--- src/rtl/mrv1_wb_retire_pkg.sv ---
// Shared widths and the writeback packet carried by the holding slots and output stage.
package mrv1_wb_retire_pkg;

   localparam int unsigned NUM_FU_P        = 3;
   localparam int unsigned NUM_TW_P        = 8;
   localparam int unsigned DATA_WIDTH_P    = 32;
   localparam int unsigned ITAG_WIDTH_P    = 3;
   localparam int unsigned rf_addr_width_p = 5;
   localparam int unsigned TWID_WIDTH_LP   = $clog2(NUM_TW_P);

   typedef struct packed {
      logic [TWID_WIDTH_LP-1:0]   twid;
      logic [ITAG_WIDTH_P-1:0]    itag;
      logic                       rd_vld;
      logic [rf_addr_width_p-1:0] rd_addr;
      logic [DATA_WIDTH_P-1:0]    data;
   } xrv_wb_pkt_t;

   // A packet updates architectural state only if it has a destination other than x0.
   function automatic logic writes_rf(input xrv_wb_pkt_t p);
      return p.rd_vld & (p.rd_addr != '0);
   endfunction

endpackage

--- src/rtl/mrv1_wb_retire_if.sv ---
// FU result ports plus retire / RF write / bypass outputs of the writeback stage.
interface mrv1_wb_retire_if;
   import mrv1_wb_retire_pkg::*;

   logic [NUM_FU_P-1:0]                 fu_vld_i;
   logic [NUM_FU_P-1:0]                 fu_rdy_o;
   logic [NUM_FU_P*TWID_WIDTH_LP-1:0]   fu_twid_i;
   logic [NUM_FU_P*ITAG_WIDTH_P-1:0]    fu_itag_i;
   logic [NUM_FU_P-1:0]                 fu_rd_vld_i;
   logic [NUM_FU_P*rf_addr_width_p-1:0] fu_rd_addr_i;
   logic [NUM_FU_P*DATA_WIDTH_P-1:0]    fu_data_i;

   logic                                retire_rdy_i;
   logic                                retire_vld_o;
   logic [TWID_WIDTH_LP-1:0]            retire_twid_o;
   logic [ITAG_WIDTH_P-1:0]             retire_itag_o;

   logic                                rf_we_o;
   logic [TWID_WIDTH_LP-1:0]            rf_twid_o;
   logic [rf_addr_width_p-1:0]          rf_waddr_o;
   logic [DATA_WIDTH_P-1:0]             rf_wdata_o;

   logic                                byp_vld_o;
   logic [TWID_WIDTH_LP-1:0]            byp_twid_o;
   logic [rf_addr_width_p-1:0]          byp_addr_o;
   logic [DATA_WIDTH_P-1:0]             byp_data_o;

   // FU / iqueue side
   modport master (
      output fu_vld_i, fu_twid_i, fu_itag_i, fu_rd_vld_i, fu_rd_addr_i, fu_data_i, retire_rdy_i,
      input  fu_rdy_o, retire_vld_o, retire_twid_o, retire_itag_o,
             rf_we_o, rf_twid_o, rf_waddr_o, rf_wdata_o,
             byp_vld_o, byp_twid_o, byp_addr_o, byp_data_o
   );

   // writeback stage side
   modport slave (
      input  fu_vld_i, fu_twid_i, fu_itag_i, fu_rd_vld_i, fu_rd_addr_i, fu_data_i, retire_rdy_i,
      output fu_rdy_o, retire_vld_o, retire_twid_o, retire_itag_o,
             rf_we_o, rf_twid_o, rf_waddr_o, rf_wdata_o,
             byp_vld_o, byp_twid_o, byp_addr_o, byp_data_o
   );

endinterface

--- src/rtl/mrv1_wb_rr_arb.sv ---
// Round-robin request/grant arbiter; the pointer moves past the winner only on a grant.
module mrv1_wb_rr_arb #(
   parameter int unsigned N = 3
) (
   input  logic         clk,
   input  logic         rst_n,
   input  logic [N-1:0] req,
   output logic [N-1:0] gnt,
   output logic         gnt_vld
);

   localparam int unsigned PTR_W = (N > 1) ? $clog2(N) : 1;

   logic [PTR_W-1:0] ptr;
   logic [PTR_W-1:0] gnt_idx;

   // Position 'ofs' steps after 'base' on the ring of N requesters.
   function automatic logic [PTR_W-1:0] ring_pos(input logic [PTR_W-1:0] base, input int unsigned ofs);
      int unsigned s;
      s = 32'(base) + ofs;
      if (s >= N) s = s - N;
      return PTR_W'(s);
   endfunction

   // First requester at or after the pointer wins.
   always_comb begin
      gnt     = '0;
      gnt_vld = 1'b0;
      gnt_idx = '0;
      for (int unsigned i = 0; i < N; i++) begin
         if (!gnt_vld && req[ring_pos(ptr, i)]) begin
            gnt[ring_pos(ptr, i)] = 1'b1;
            gnt_vld               = 1'b1;
            gnt_idx               = ring_pos(ptr, i);
         end
      end
   end

   // Pointer advances to the slot after the winner.
   always_ff @(posedge clk or negedge rst_n) begin
      if (!rst_n) begin
         ptr <= '0;
      end else if (gnt_vld) begin
         ptr <= ring_pos(gnt_idx, 1);
      end
   end

endmodule

--- src/rtl/mrv1_wb_retire.sv ---
// Writeback/retire stage: per-FU holding slots, in-order-per-thread retire, registered output stage.
module mrv1_wb_retire
   import mrv1_wb_retire_pkg::*;
(
   input  logic           clk_i,
   input  logic           rst_i,
   mrv1_wb_retire_if.slave wb
);

   xrv_wb_pkt_t               in_pkt   [NUM_FU_P];
   xrv_wb_pkt_t               slot_pkt [NUM_FU_P];
   logic [NUM_FU_P-1:0]       slot_vld;
   logic [NUM_FU_P-1:0]       slot_req;
   logic [NUM_FU_P-1:0]       slot_gnt;
   logic [NUM_FU_P-1:0]       slot_load;
   logic [NUM_FU_P-1:0]       fu_rdy;
   logic                      gnt_vld;
   xrv_wb_pkt_t               sel_pkt;

   logic [ITAG_WIDTH_P-1:0]   next_itag [NUM_TW_P];

   logic                      out_vld;
   xrv_wb_pkt_t               out_pkt;
   logic                      adv;
   logic                      commit;
   logic                      slot_dup;

   assign adv    = ~out_vld | wb.retire_rdy_i;
   assign commit = out_vld & wb.retire_rdy_i;

   // Slice the flat FU buses into packets; eligibility uses the registered next_itag only.
   for (genvar g = 0; g < NUM_FU_P; g++) begin : g_fu
      assign in_pkt[g] = {wb.fu_twid_i[g*TWID_WIDTH_LP +: TWID_WIDTH_LP],
                          wb.fu_itag_i[g*ITAG_WIDTH_P +: ITAG_WIDTH_P],
                          wb.fu_rd_vld_i[g],
                          wb.fu_rd_addr_i[g*rf_addr_width_p +: rf_addr_width_p],
                          wb.fu_data_i[g*DATA_WIDTH_P +: DATA_WIDTH_P]};
      assign slot_req[g] = adv & slot_vld[g] & (slot_pkt[g].itag == next_itag[slot_pkt[g].twid]);
   end

   // A slot is free when empty or being drained this cycle.
   assign fu_rdy      = ~slot_vld | slot_gnt;
   assign slot_load   = wb.fu_vld_i & fu_rdy;
   assign wb.fu_rdy_o = fu_rdy;

   mrv1_wb_rr_arb #(
      .N (NUM_FU_P)
   ) u_arb (
      .clk     (clk_i),
      .rst_n   (rst_i),
      .req     (slot_req),
      .gnt     (slot_gnt),
      .gnt_vld (gnt_vld)
   );

   // One-hot select of the granted slot.
   always_comb begin
      sel_pkt = '0;
      for (int f = 0; f < NUM_FU_P; f++) begin
         if (slot_gnt[f]) sel_pkt = slot_pkt[f];
      end
   end

   // Holding slots: refill wins over drain so same-cycle drain/refill keeps the slot full.
   always_ff @(posedge clk_i or negedge rst_i) begin
      if (!rst_i) begin
         slot_vld <= '0;
         for (int f = 0; f < NUM_FU_P; f++) slot_pkt[f] <= '0;
      end else begin
         for (int f = 0; f < NUM_FU_P; f++) begin
            if (slot_load[f]) begin
               slot_vld[f] <= 1'b1;
               slot_pkt[f] <= in_pkt[f];
            end else if (slot_gnt[f]) begin
               slot_vld[f] <= 1'b0;
            end
         end
      end
   end

   // Output stage: take the grant, else empty once the held insn commits.
   always_ff @(posedge clk_i or negedge rst_i) begin
      if (!rst_i) begin
         out_vld <= 1'b0;
         out_pkt <= '0;
      end else if (gnt_vld) begin
         out_vld <= 1'b1;
         out_pkt <= sel_pkt;
      end else if (wb.retire_rdy_i) begin
         out_vld <= 1'b0;
      end
   end

   // Per-thread next expected itag; single write port on commit, wraps naturally.
   always_ff @(posedge clk_i or negedge rst_i) begin
      if (!rst_i) begin
         for (int t = 0; t < NUM_TW_P; t++) next_itag[t] <= '0;
      end else if (commit) begin
         next_itag[out_pkt.twid] <= next_itag[out_pkt.twid] + ITAG_WIDTH_P'(1);
      end
   end

   assign wb.retire_vld_o  = out_vld;
   assign wb.retire_twid_o = out_pkt.twid;
   assign wb.retire_itag_o = out_pkt.itag;

   assign wb.rf_we_o       = commit & writes_rf(out_pkt);
   assign wb.rf_twid_o     = out_pkt.twid;
   assign wb.rf_waddr_o    = out_pkt.rd_addr;
   assign wb.rf_wdata_o    = out_pkt.data;

   assign wb.byp_vld_o     = out_vld & writes_rf(out_pkt);
   assign wb.byp_twid_o    = out_pkt.twid;
   assign wb.byp_addr_o    = out_pkt.rd_addr;
   assign wb.byp_data_o    = out_pkt.data;

   // Two valid slots naming the same {twid,itag} is an upstream protocol error.
   always_comb begin
      slot_dup = 1'b0;
      for (int a = 0; a < NUM_FU_P; a++) begin
         for (int b = a + 1; b < NUM_FU_P; b++) begin
            if (slot_vld[a] && slot_vld[b] &&
                slot_pkt[a].twid == slot_pkt[b].twid &&
                slot_pkt[a].itag == slot_pkt[b].itag) begin
               slot_dup = 1'b1;
            end
         end
      end
   end

   // Upstream must never present duplicate tags.
   a_no_dup : assert property (@(posedge clk_i) disable iff (!rst_i) !slot_dup)
      else $error("mrv1_wb_retire: duplicate twid/itag in holding slots");

endmodule

--- src/flat_wrapper.sv ---
// flat-port wrapper written by rule: the top's interface ports become plain ports
module mrv1_wb_retire_flat import mrv1_wb_retire_pkg::*;
  (clk_i, rst_i, wb_fu_vld_i, wb_fu_twid_i, wb_fu_itag_i, wb_fu_rd_vld_i, wb_fu_rd_addr_i, wb_fu_data_i, wb_retire_rdy_i, wb_fu_rdy_o, wb_retire_vld_o, wb_retire_twid_o, wb_retire_itag_o, wb_rf_we_o, wb_rf_twid_o, wb_rf_waddr_o, wb_rf_wdata_o, wb_byp_vld_o, wb_byp_twid_o, wb_byp_addr_o, wb_byp_data_o);
  mrv1_wb_retire_if wb_i ();
  input  logic clk_i;
  input  logic rst_i;
  input wire logic [$bits(wb_i.fu_vld_i)-1:0] wb_fu_vld_i;
  input wire logic [$bits(wb_i.fu_twid_i)-1:0] wb_fu_twid_i;
  input wire logic [$bits(wb_i.fu_itag_i)-1:0] wb_fu_itag_i;
  input wire logic [$bits(wb_i.fu_rd_vld_i)-1:0] wb_fu_rd_vld_i;
  input wire logic [$bits(wb_i.fu_rd_addr_i)-1:0] wb_fu_rd_addr_i;
  input wire logic [$bits(wb_i.fu_data_i)-1:0] wb_fu_data_i;
  input wire logic [$bits(wb_i.retire_rdy_i)-1:0] wb_retire_rdy_i;
  output wire logic [$bits(wb_i.fu_rdy_o)-1:0] wb_fu_rdy_o;
  output wire logic [$bits(wb_i.retire_vld_o)-1:0] wb_retire_vld_o;
  output wire logic [$bits(wb_i.retire_twid_o)-1:0] wb_retire_twid_o;
  output wire logic [$bits(wb_i.retire_itag_o)-1:0] wb_retire_itag_o;
  output wire logic [$bits(wb_i.rf_we_o)-1:0] wb_rf_we_o;
  output wire logic [$bits(wb_i.rf_twid_o)-1:0] wb_rf_twid_o;
  output wire logic [$bits(wb_i.rf_waddr_o)-1:0] wb_rf_waddr_o;
  output wire logic [$bits(wb_i.rf_wdata_o)-1:0] wb_rf_wdata_o;
  output wire logic [$bits(wb_i.byp_vld_o)-1:0] wb_byp_vld_o;
  output wire logic [$bits(wb_i.byp_twid_o)-1:0] wb_byp_twid_o;
  output wire logic [$bits(wb_i.byp_addr_o)-1:0] wb_byp_addr_o;
  output wire logic [$bits(wb_i.byp_data_o)-1:0] wb_byp_data_o;
  assign wb_i.fu_vld_i = wb_fu_vld_i;
  assign wb_i.fu_twid_i = wb_fu_twid_i;
  assign wb_i.fu_itag_i = wb_fu_itag_i;
  assign wb_i.fu_rd_vld_i = wb_fu_rd_vld_i;
  assign wb_i.fu_rd_addr_i = wb_fu_rd_addr_i;
  assign wb_i.fu_data_i = wb_fu_data_i;
  assign wb_i.retire_rdy_i = wb_retire_rdy_i;
  assign wb_fu_rdy_o = wb_i.fu_rdy_o;
  assign wb_retire_vld_o = wb_i.retire_vld_o;
  assign wb_retire_twid_o = wb_i.retire_twid_o;
  assign wb_retire_itag_o = wb_i.retire_itag_o;
  assign wb_rf_we_o = wb_i.rf_we_o;
  assign wb_rf_twid_o = wb_i.rf_twid_o;
  assign wb_rf_waddr_o = wb_i.rf_waddr_o;
  assign wb_rf_wdata_o = wb_i.rf_wdata_o;
  assign wb_byp_vld_o = wb_i.byp_vld_o;
  assign wb_byp_twid_o = wb_i.byp_twid_o;
  assign wb_byp_addr_o = wb_i.byp_addr_o;
  assign wb_byp_data_o = wb_i.byp_data_o;
  mrv1_wb_retire u_core (.clk_i(clk_i), .rst_i(rst_i), .wb(wb_i));
endmodule
--- config.mk ---
export PLATFORM = sky130hd
export DESIGN_NAME = mrv1_wb_retire_flat
export DESIGN_NICKNAME = d
export VERILOG_FILES = /design/src/rtl/mrv1_wb_retire_pkg.sv /design/src/rtl/mrv1_wb_retire_if.sv /design/src/rtl/mrv1_wb_rr_arb.sv /design/src/rtl/mrv1_wb_retire.sv /design/src/flat_wrapper.sv
export SDC_FILE = /design/constraint.sdc
export NUM_CORES = 1
export LEC_CHECK = 0
export ABC_CLOCK_PERIOD_IN_PS = 10400
export BUFFER_PORTS_ARGS = -buffer_cell sky130_fd_sc_hd__buf_2
export CELL_PAD_IN_SITES_DETAIL_PLACEMENT = 1
export CELL_PAD_IN_SITES_GLOBAL_PLACEMENT = 1
export CORE_UTILIZATION = 47
export CTS_CLUSTER_DIAMETER = 80
export DETAILED_ROUTE_END_ITERATION = 8
export PLACE_DENSITY = 0.92
export REMOVE_ABC_BUFFERS = 1
export SYNTH_ARGS = -nofsm -noshare
export SYNTH_HDL_FRONTEND = slang
export SYNTH_HIERARCHICAL = 1
export SYNTH_SLANG_ARGS = --single-unit
--- constraint.sdc ---
create_clock -name clk_i -period 10.4 [get_ports clk_i]
set_input_delay 0.52 -clock clk_i [delete_from_list [all_inputs] [get_ports clk_i]]
set_output_delay 0.52 -clock clk_i [all_outputs]
set_load 0.02 [all_outputs]
==> metrics <==
post-cts resize count=0; switching pwr=1960 uW; Num Clock Sinks=206; DIE AREA=22700 um2; Slew HR=10.1%; clk_lat worst skew=0.53 ns; Area growth syn-to-layout=14.3%; reg2reg end=u_core/wb.byp_data_o[31]; Max clock buf depth=3; gr ovfl total=0; critical path class=flop to flop; Yosys warnings=6; largest net degree at the start of global routing=127; FF-to-FF setup slack=5.52 ns; hold crit path type=primary input to asynchronous set/reset pin; CTS tree=yes; minimum clock period=4.88 ns; total track usage=25.6%; GPL Wtd Cong=0.894; register bit total from synthesis=206; status=finished clean; crit path max fanout=43; Crit. Startpoint=u_core/slot_pkt[85]; core area=21800 um2; RSZ-0062 raised after global routing=false; clock power share=17.2%; Int Power=2790 uW; switch share=41.3%; H-tree Lvls=1; fraction of layout cells with a size suffix above 1=50.5%; setup tns final=0 ns; Post-CTS Setup Bufs=0; final WL=28500 um; syn_area_per_cell=12.5 um2; Root Buffer Master=clkbuf_16; Die H=151 um; startpoint types=flop; Pre-antenna DRT Iters=4; drt drc=0; FF-to-FF path depth=11; Initial DRC Count=308; Hold Fails Final Rpt=0; sequential power share=32.0%; VDD IR-drop max=0.295 mV; Initial Utilization=47.7%; port bufs=229; R2R Path Start=u_core/slot_pkt[85]; io pins=230; Post-Syn Area=10400 um2; fill cell total of the finished layout=2296; Critical Path RT=10.86 ns; Finished Cell Area=11900 um2; commonest non-fill, non-tap cell in the layout=buf_2; drt wl/cell=22.7 um; Die X=151 um; P_leak=0.00558 uW; CTS Hold Buffers Added=0; Syn Inst Count=833; Setup Skew=0.0284 ns; dpl ws=5.59 ns; HPWL after DPL=18600 um; Seq/Total Area, Yosys=49.7%; antenna-violating nets left=0; fin crit share=46.9%; Post-synth top flop=dfrtp_1; max_cap viols=0; critical path arrival=5.34 ns; Netlist cell types=46; via count=7224; Post-synth EDFFs=0; antenna violations before repair=5; # rows=54; nets=1103; most frequent cells in the layout=228 x buf_2, 206 x dfrtp_1, 196 x mux2_2, 59 x nand2_1, 47 x o21ai_0; P per Cell Area=401 nW/um2; Slew @ Worst Pin=1.35 ns; Gate power share=50.8%; first-pass GRT wire length=44300 um; f_max=205 MHz; Setup crit end kind=flop; DP Area=11100 um2; vias in the first global route=7953; cts bufs inserted=24; via/cell ratio=5.74; fin worst setup slack=5.52 ns; Slew Limit Fails=0; Worst setup endpoint=u_core/wb.byp_data_o[31]; Clk pin slew, worst setup/hold paths=0.06 ns; final setup fails=0; Async S/R FF share, synth=100%
## routing by layer
| layer | track usage [%] | routed length, um |
|---|---|---|
| met1 | 31.1 | 11200 |
| met2 | 43.8 | 14700 |
| met3 | 5.36 | 1570 |
| met4 | 11.5 | 1060 |
| met5 | 0 | 28 |
## flip-flops by register name, indices dropped and copies added (netlist names)
register,count
u_core/slot_pkt,132
u_core/wb.byp_data_o,32
u_core/next_itag,24
u_core/wb.byp_addr_o,5
u_core/slot_vld,3
u_core/wb.byp_twid_o,3
u_core/wb.retire_itag_o,3
u_core/u_arb/ptr,2
u_core/out_pkt,1
u_core/wb.retire_vld_o,1
## worst min path at each step
stage | startpoint | endpoint | slack, ns | depth (start not counted)
global placement | u_core/slot_pkt[75] | u_core/slot_pkt[75] | 0.49 | 1
finish | rst_i | u_core/wb.byp_data_o[25] | 0.07 | 1
detailed placement | u_core/slot_pkt[33] | u_core/slot_pkt[33] | 0.49 | 1
global route | wb_fu_data_i[17] | u_core/slot_pkt[105] | 0.21 | 2
floorplan | rst_i | u_core/next_itag[0] | 0.22 | 0
CTS | rst_i | u_core/wb.byp_data_o[25] | 0.18 | 1
## through the flow
stage	hold WS (ns)	utilization (%)	cells	power, uW
finish	0.0727	54.5	1259	4760
global route	0.210	54.5	1257	5040
CTS	0.180	54.5	1256	4780
detailed placement	0.494	50.9	1213	3930
global placement	0.488	50.9	1213	3760
floorplan	0.224	-	697	3180
## cell usage after synthesis, types with 10 or more instances
library cell / count / area share [%]
dfrtp_1: 206 / 50
xnor2_1: 12 / 1.0
o21ai_0: 48 / 2.3
nor2_1: 14 / 0.51
clkbuf_1: 25 / 0.90
a22oi_1: 43 / 3.1
nand2b_1: 10 / 0.60
mux2_2: 196 / 21
buf_2: 18 / 0.87
nand2_1: 62 / 2.2
buf_4: 87 / 6.3
mux2i_1: 26 / 2.5
## critical path, cell delays in order, from the launching register on
cell,delay (ns)
dfrtp_1,0.62
mux4_2,0.57
mux2i_1,0.21
xnor2_1,0.11
nor4_2,0.56
mux2i_1,0.21
o21a_2,0.29
a32o_2,0.44
nor2b_4,1.08
a22oi_1,0.22
o21ai_0,0.28
mux2_2,0.21
## power by group through the flow
| stage | sequential, uW | combinational, uW | clock [uW] |
|---|---|---|---|
| after floorplan | 1500 | 1670 | 0 |
| after global placement | 1480 | 2280 | 0 |
| after detailed placement | 1530 | 2410 | 0 |
| after CTS | 1520 | 2430 | 835 |
| after global routing | 1570 | 2600 | 868 |
| final | 1520 | 2420 | 819 |
## final cells by class
class	count	area, um2	area share, %
Clock inverter	4	35.0	0.295
Antenna cell	3	7.51	0.0633
Clock buffer	39	737	6.21
Sequential cell	206	5150	43.5
Multi-Input combinational cell	485	4350	36.7
Inverter	6	22.5	0.190
Timing Repair Buffer	236	1210	10.2
Tap cell	280	350	2.95
## cells by family (layout without fill, tap and decap cells)
group | count (synthesis) | in the layout | share of synthesized area (%)
multiplexers | 238 | 238 | 27.3
flip-flops | 206 | 206 | 49.7
buffers and inverters | 142 | 285 | 8.79
AND/OR/NAND/NOR | 116 | 116 | 5.46
AO/OA/AOI/OAI | 111 | 111 | 6.91
XOR/XNOR | 14 | 14 | 1.18
adder cells (fa/ha/maj) | 6 | 6 | 0.723
other | 0 | 3 | 0
Note: power is estimated with default switching activity, not from simulation.
